<file path="src/rtl/dca_matrix_lsu_arbiter.sv">
// dca_matrix_lsu_arbiter
// Shares one matrix-LSU instruction port among the three instruction
// sequencers of a DCA GEMM tile (0 = lhs load, 1 = rhs load, 2 = store).
// A round-robin winner is loaded into a registered output slot. A tag FIFO
// records grant order, so in-order LSU completions are routed back to the
// requester that issued each instruction.
//
// Ports
//   clk, rstnn        clock, asynchronous active-low reset
//   clear             synchronous flush of all state (highest priority)
//   enable            gates new grants; draining and completions continue
//   busy              slot valid or any tag outstanding
//   req_valid_list    per-requester instruction valid
//   req_ready_list    per-requester accept (one-hot or zero, combinational)
//   req_inst_list     requester i instruction at [i*BW_INST +: BW_INST]
//   req_done_list     one-cycle completion pulse to the owning requester
//   lsu_inst_valid    shared LSU instruction valid
//   lsu_inst_ready    shared LSU accepts
//   lsu_inst          granted instruction
//   lsu_inst_owner    requester index of lsu_inst
//   lsu_done          LSU completed its oldest instruction
//   error_underflow   sticky: lsu_done seen with no outstanding tag

`ifndef BW_DCA_MATRIX_LSU_INST
`define BW_DCA_MATRIX_LSU_INST 32
`endif

module dca_matrix_lsu_arbiter #(
    parameter int BW_INST         = `BW_DCA_MATRIX_LSU_INST,
    parameter int MAX_OUTSTANDING = 4
) (
    input  logic                 clk,
    input  logic                 rstnn,
    input  logic                 clear,
    input  logic                 enable,
    output logic                 busy,
    input  logic [2:0]           req_valid_list,
    output logic [2:0]           req_ready_list,
    input  logic [3*BW_INST-1:0] req_inst_list,
    output logic [2:0]           req_done_list,
    output logic                 lsu_inst_valid,
    input  logic                 lsu_inst_ready,
    output logic [BW_INST-1:0]   lsu_inst,
    output logic [1:0]           lsu_inst_owner,
    input  logic                 lsu_done,
    output logic                 error_underflow
);

    localparam int PTR_W = $clog2(MAX_OUTSTANDING);
    localparam int CNT_W = $clog2(MAX_OUTSTANDING + 1);
    localparam logic [CNT_W-1:0] CNT_MAX  = CNT_W'(MAX_OUTSTANDING);
    localparam logic [CNT_W-1:0] CNT_ZERO = {CNT_W{1'b0}};
    localparam logic [PTR_W-1:0] PTR_ONE  = PTR_W'(1);

    // Increment modulo 3; the illegal code 3 folds back to 0.
    function automatic logic [1:0] mod3_inc(input logic [1:0] idx);
        logic [1:0] nxt;
        case (idx)
            2'd0:    nxt = 2'd1;
            2'd1:    nxt = 2'd2;
            default: nxt = 2'd0;
        endcase
        return nxt;
    endfunction

    // Requester index to one-hot; an illegal index yields no pulse.
    function automatic logic [2:0] to_onehot(input logic [1:0] idx);
        logic [2:0] oh;
        case (idx)
            2'd0:    oh = 3'b001;
            2'd1:    oh = 3'b010;
            2'd2:    oh = 3'b100;
            default: oh = 3'b000;
        endcase
        return oh;
    endfunction

    logic [1:0]         rr_ptr_r;
    logic               slot_valid_r;
    logic [BW_INST-1:0] slot_inst_r;
    logic [1:0]         slot_owner_r;
    logic [1:0]         tag_mem_r [MAX_OUTSTANDING];
    logic [PTR_W-1:0]   wr_ptr_r;
    logic [PTR_W-1:0]   rd_ptr_r;
    logic [CNT_W-1:0]   count_r;
    logic               underflow_r;

    logic [1:0]         cand1_s;
    logic [1:0]         cand2_s;
    logic [1:0]         winner_s;
    logic               any_valid_s;
    logic               can_grant_s;
    logic               grant_s;
    logic               pop_s;
    logic [1:0]         head_tag_s;
    logic [BW_INST-1:0] sel_inst_s;

    // Round-robin search starting at rr_ptr; the chain order is the priority.
    always_comb begin
        cand1_s     = mod3_inc(rr_ptr_r);
        cand2_s     = mod3_inc(cand1_s);
        any_valid_s = |req_valid_list;
        if (req_valid_list[rr_ptr_r]) begin
            winner_s = rr_ptr_r;
        end else if (req_valid_list[cand1_s]) begin
            winner_s = cand1_s;
        end else begin
            winner_s = cand2_s;
        end
    end

    // Grant and completion qualification; count is the registered value, so a
    // pop on a full FIFO cannot open a grant in the same cycle.
    always_comb begin
        can_grant_s = enable & (~slot_valid_r | lsu_inst_ready) & (count_r < CNT_MAX);
        grant_s     = can_grant_s & any_valid_s;
        pop_s       = lsu_done & (count_r != CNT_ZERO);
        head_tag_s  = tag_mem_r[rd_ptr_r];
    end

    // Select the winning requester's instruction.
    always_comb begin
        case (winner_s)
            2'd0:    sel_inst_s = req_inst_list[0*BW_INST +: BW_INST];
            2'd1:    sel_inst_s = req_inst_list[1*BW_INST +: BW_INST];
            2'd2:    sel_inst_s = req_inst_list[2*BW_INST +: BW_INST];
            default: sel_inst_s = {BW_INST{1'b0}};
        endcase
    end

    // Output slot and round-robin pointer.
    always_ff @(posedge clk or negedge rstnn) begin
        if (!rstnn) begin
            slot_valid_r <= 1'b0;
            slot_inst_r  <= {BW_INST{1'b0}};
            slot_owner_r <= 2'd0;
            rr_ptr_r     <= 2'd0;
        end else if (clear) begin
            slot_valid_r <= 1'b0;
            slot_inst_r  <= {BW_INST{1'b0}};
            slot_owner_r <= 2'd0;
            rr_ptr_r     <= 2'd0;
        end else if (grant_s) begin
            slot_valid_r <= 1'b1;
            slot_inst_r  <= sel_inst_s;
            slot_owner_r <= winner_s;
            rr_ptr_r     <= mod3_inc(winner_s);
        end else if (lsu_inst_ready) begin
            slot_valid_r <= 1'b0;
        end
    end

    // Tag FIFO storage: records the owner of every granted instruction.
    always_ff @(posedge clk or negedge rstnn) begin
        if (!rstnn) begin
            for (int i = 0; i < MAX_OUTSTANDING; i++) begin
                tag_mem_r[i] <= 2'd0;
            end
        end else if (clear) begin
            for (int i = 0; i < MAX_OUTSTANDING; i++) begin
                tag_mem_r[i] <= 2'd0;
            end
        end else if (grant_s) begin
            tag_mem_r[wr_ptr_r] <= winner_s;
        end
    end

    // Tag FIFO pointers and occupancy; pointers wrap naturally (power of two).
    always_ff @(posedge clk or negedge rstnn) begin
        if (!rstnn) begin
            wr_ptr_r <= {PTR_W{1'b0}};
            rd_ptr_r <= {PTR_W{1'b0}};
            count_r  <= CNT_ZERO;
        end else if (clear) begin
            wr_ptr_r <= {PTR_W{1'b0}};
            rd_ptr_r <= {PTR_W{1'b0}};
            count_r  <= CNT_ZERO;
        end else begin
            if (grant_s) begin
                wr_ptr_r <= wr_ptr_r + PTR_ONE;
            end
            if (pop_s) begin
                rd_ptr_r <= rd_ptr_r + PTR_ONE;
            end
            case ({grant_s, pop_s})
                2'b10:   count_r <= count_r + CNT_W'(1);
                2'b01:   count_r <= count_r - CNT_W'(1);
                default: count_r <= count_r;
            endcase
        end
    end

    // Sticky underflow flag: completion reported with nothing outstanding.
    always_ff @(posedge clk or negedge rstnn) begin
        if (!rstnn) begin
            underflow_r <= 1'b0;
        end else if (clear) begin
            underflow_r <= 1'b0;
        end else if (lsu_done && (count_r == CNT_ZERO)) begin
            underflow_r <= 1'b1;
        end
    end

    // Output mapping; ready and done are combinational by design.
    always_comb begin
        req_ready_list  = grant_s ? to_onehot(winner_s) : 3'b000;
        req_done_list   = pop_s ? to_onehot(head_tag_s) : 3'b000;
        lsu_inst_valid  = slot_valid_r;
        lsu_inst        = slot_inst_r;
        lsu_inst_owner  = slot_owner_r;
        error_underflow = underflow_r;
        busy            = slot_valid_r | (count_r != CNT_ZERO);
    end

endmodule
</file>
<file path="config.mk">
export PLATFORM = sky130hd
export DESIGN_NAME = dca_matrix_lsu_arbiter
export DESIGN_NICKNAME = d
export VERILOG_FILES = /design/src/rtl/dca_matrix_lsu_arbiter.sv
export SDC_FILE = /design/constraint.sdc
export NUM_CORES = 1
export LEC_CHECK = 0
export BUFFER_PORTS_ARGS = -buffer_cell sky130_fd_sc_hd__buf_4
export CAP_MARGIN = 10
export CORE_UTILIZATION = 37
export CTS_BUF_LIST = sky130_fd_sc_hd__clkbuf_2
export DETAILED_ROUTE_END_ITERATION = 8
export PLACE_DENSITY = 0.68
export RECOVER_POWER = 50
export SLEW_MARGIN = 20
export SYNTH_ARGS = -nofsm -noshare
export SYNTH_HDL_FRONTEND = slang
export SYNTH_SLANG_ARGS = --single-unit
</file>
<file path="constraint.sdc">
create_clock -name clk -period 2.4 [get_ports clk]
set_input_delay 0.48 -clock clk [delete_from_list [all_inputs] [get_ports clk]]
set_output_delay 0.48 -clock clk [all_outputs]
set_load 0.02 [all_outputs]
</file>
==> qor.csv <==
metric,value,unit
status,"complete, no violations",
cts_sinks,53,
worstSetupPathType,reg -> out,
timing.final.crit_share,0.9720,
clk_pin_slew_worst_paths,0.29,ns
fp-row-count,33,
routed_wl,10440,um
chipHeight,95.24,um
cp-start-kind,register,
cts-root-buf,clkbuf_2,
ant_nets,0,
hold_class,in -> reg,
clk_path_buf_depth,2,
cp.arrival,1.85,ns
dp_hpwl,7078,um
antenna_cells,0,
syn_inst,354,
start_util,0.3876,
async_flop_share,1.000,
synth_edf_count,0,
grt_max_degree,54,
grt_first_pass_wirelength,16100,um
port_buffers,147,
track_usage,0.2285,
finClkSkew,0.02154,ns
cts_buffers,5,
power_density,684.2,nW/um^2
finalPower,3.038,mW
vdd_drop_max,0.0002534,V
netlist_area,3217,sq um
mostFrequentLayoutCell,buf_4,
vias,3405,
cpPeakStageDelay,0.54,ns
place_inst,575,
multi_input_area,1675,sq um
reg2reg_slack,0.28,ns
wl_per_cell,17.87,um
syn_avg_cell_area,9.087,sq um
synth_cell_types,40,
holdWs,0.2303,ns
min_period,2.333,ns
h-tree-depth,2,
antenna_found_initial,0,
instances_no_fill,584,
worst_slew_pin_slew,1.370,ns
ys_seq_elements,53,
fmax,428.7,MHz
cp_slowest_cell,mux4_2,
synthesis.nets,464,
setup_viol,0,
yosysTopAreaCell,dfrtp_1,
cts_tree,done,
ys_warn_count,0,
first_pass_iters,4,
path_max_fanout,3,
yosys.area.top_type_share,0.4123,
ys.flop_type,dfrtp_1,
hold_viol,0,
core,8299,sq um
path_cells,"mux4_2, nor3b_1, buf_4",
synth_area_leaders,"dfrtp_1 (41%), nand3_1 (11%), a2bb2oi_1 (8.7%)",
fillers,805,
final-seq-area,1329,sq um
clk_latency,0.45,ns
crit_required,1.92,ns
setup_tns,0,ns
grt_pass1_vias,3274,
io_pins,148,
drc_errors,0,
die_x,95.24,um
cap_violations,0,
drive_gt1_frac,0.3466,
synth-seq-area-share,0.4123,
place.gp.congestion,0.8372,
viasPerCell,5.830,
final_cell_mix,"buf_4 (142), nand3_1 (67), dfrtp_1 (51)",
drtIter0Drc,167,
final_core_util,0.5351,
slew_viol_final,0,
cp-end-kind,output pin,
grt_setup_unrepaired,true,
die_area,9071,sq um
fin_nets,588,
slew_headroom,0.08634,
grt_remaining_overflow,0,
syn2layout_area_growth,38.04,%
leakage,1.955,nW
[flip-flops by register name, summed over array words and instances (netlist names)]
signal	flops
count_r	3
error_underflow	1
lsu_inst	32
lsu_inst_owner	2
lsu_inst_valid	1
rd_ptr_r	2
rr_ptr_r	2
tag_mem_r	8
wr_ptr_r	2
[cell type report]
class,instances,area share
clock inverter,2,0.007608
inverter,10,0.008453
clock buffer,6,0.006762
tap,105,0.02959
timing repair buffer,161,0.2711
sequential,53,0.2992
multi-input combinational,247,0.3773
[routing by layer]
metal	vias to the layer above	track usage	part of all wire
met5	-	0	0
met4	0	0.06061	0.016
met3	12	0.04466	0.057
met2	125	0.3905	0.52
met1	1670	0.2937	0.41
li1	1598	-	-
[cell usage after synthesis (2+ instances only)]
cell	number
a21oi_1	15
a2bb2oi_1	32
a311oi_1	5
buf_1	6
buf_2	17
buf_6	2
clkbuf_1	18
dfrtp_1	53
ha_1	4
inv_1	10
mux4_2	2
nand2_1	10
nand2b_1	5
nand3_1	68
nand4_1	32
nor2_1	10
nor2b_1	2
nor3_1	2
nor3b_1	3
o211ai_1	31
o21ai_0	4
xnor2_1	5
[per-stage QoR]
step	worst slack [ns]	cell area [sq um]
5_1_grt	-0.02824	4441
4_1_cts	0.01422	4477
2_1_floorplan	0.01224	3219
6_report	0.06725	4441
3_5_place_dp	0.1825	4395
3_3_place_gp	0.2301	4395
[repair_timing]
| action | in CTS | in global routing |
|---|---|---|
| setup endpoints to repair | 1 | 5 |
| setup buffers | 0 | 1 |
| hold buffers | 0 | 0 |
| gates resized for setup | 4 | 5 |
[worst max-delay path: cells and delay by family, from the launching register on]
kind	cells	cell delay [ns]
mux	1	0.54
simple gates	1	0.22
buf+inv	1	0.18
flops	1	0.47
[power breakdown]
part | internal, mW | switching, mW | total [mW]
Sequential | 1.04 | 0.126 | 1.16
Combinational | 0.631 | 0.765 | 1.40
Clock | 0.177 | 0.300 | 0.477
[kinds of logic after synthesis]
group | share of synthesized area
AND/OR/NAND/NOR | 0.2334
AO/OA/AOI/OAI | 0.2229
buffers and inverters | 0.07546
flip-flops | 0.4123
XOR/XNOR | 0.01361
adder cells (fa/ha/maj) | 0.02178
multiplexers | 0.02061
[worst paths after layout]
| check | start | end | depth (start not counted) |
|---|---|---|---|
| max in group asynchronous | rstnn | count_r[2] | 1 |
| min reg2reg | lsu_inst_owner[0] | lsu_inst_owner[0] | 2 |
| min in group asynchronous | rstnn | lsu_inst[25] | 1 |
| min | req_inst_list[56] | lsu_inst[24] | 3 |
| max reg2reg | count_r[2] | count_r[2] | 6 |
| max | rd_ptr_r[0] | req_done_list[2] | 3 |
(Power assumes the default switching activity.)
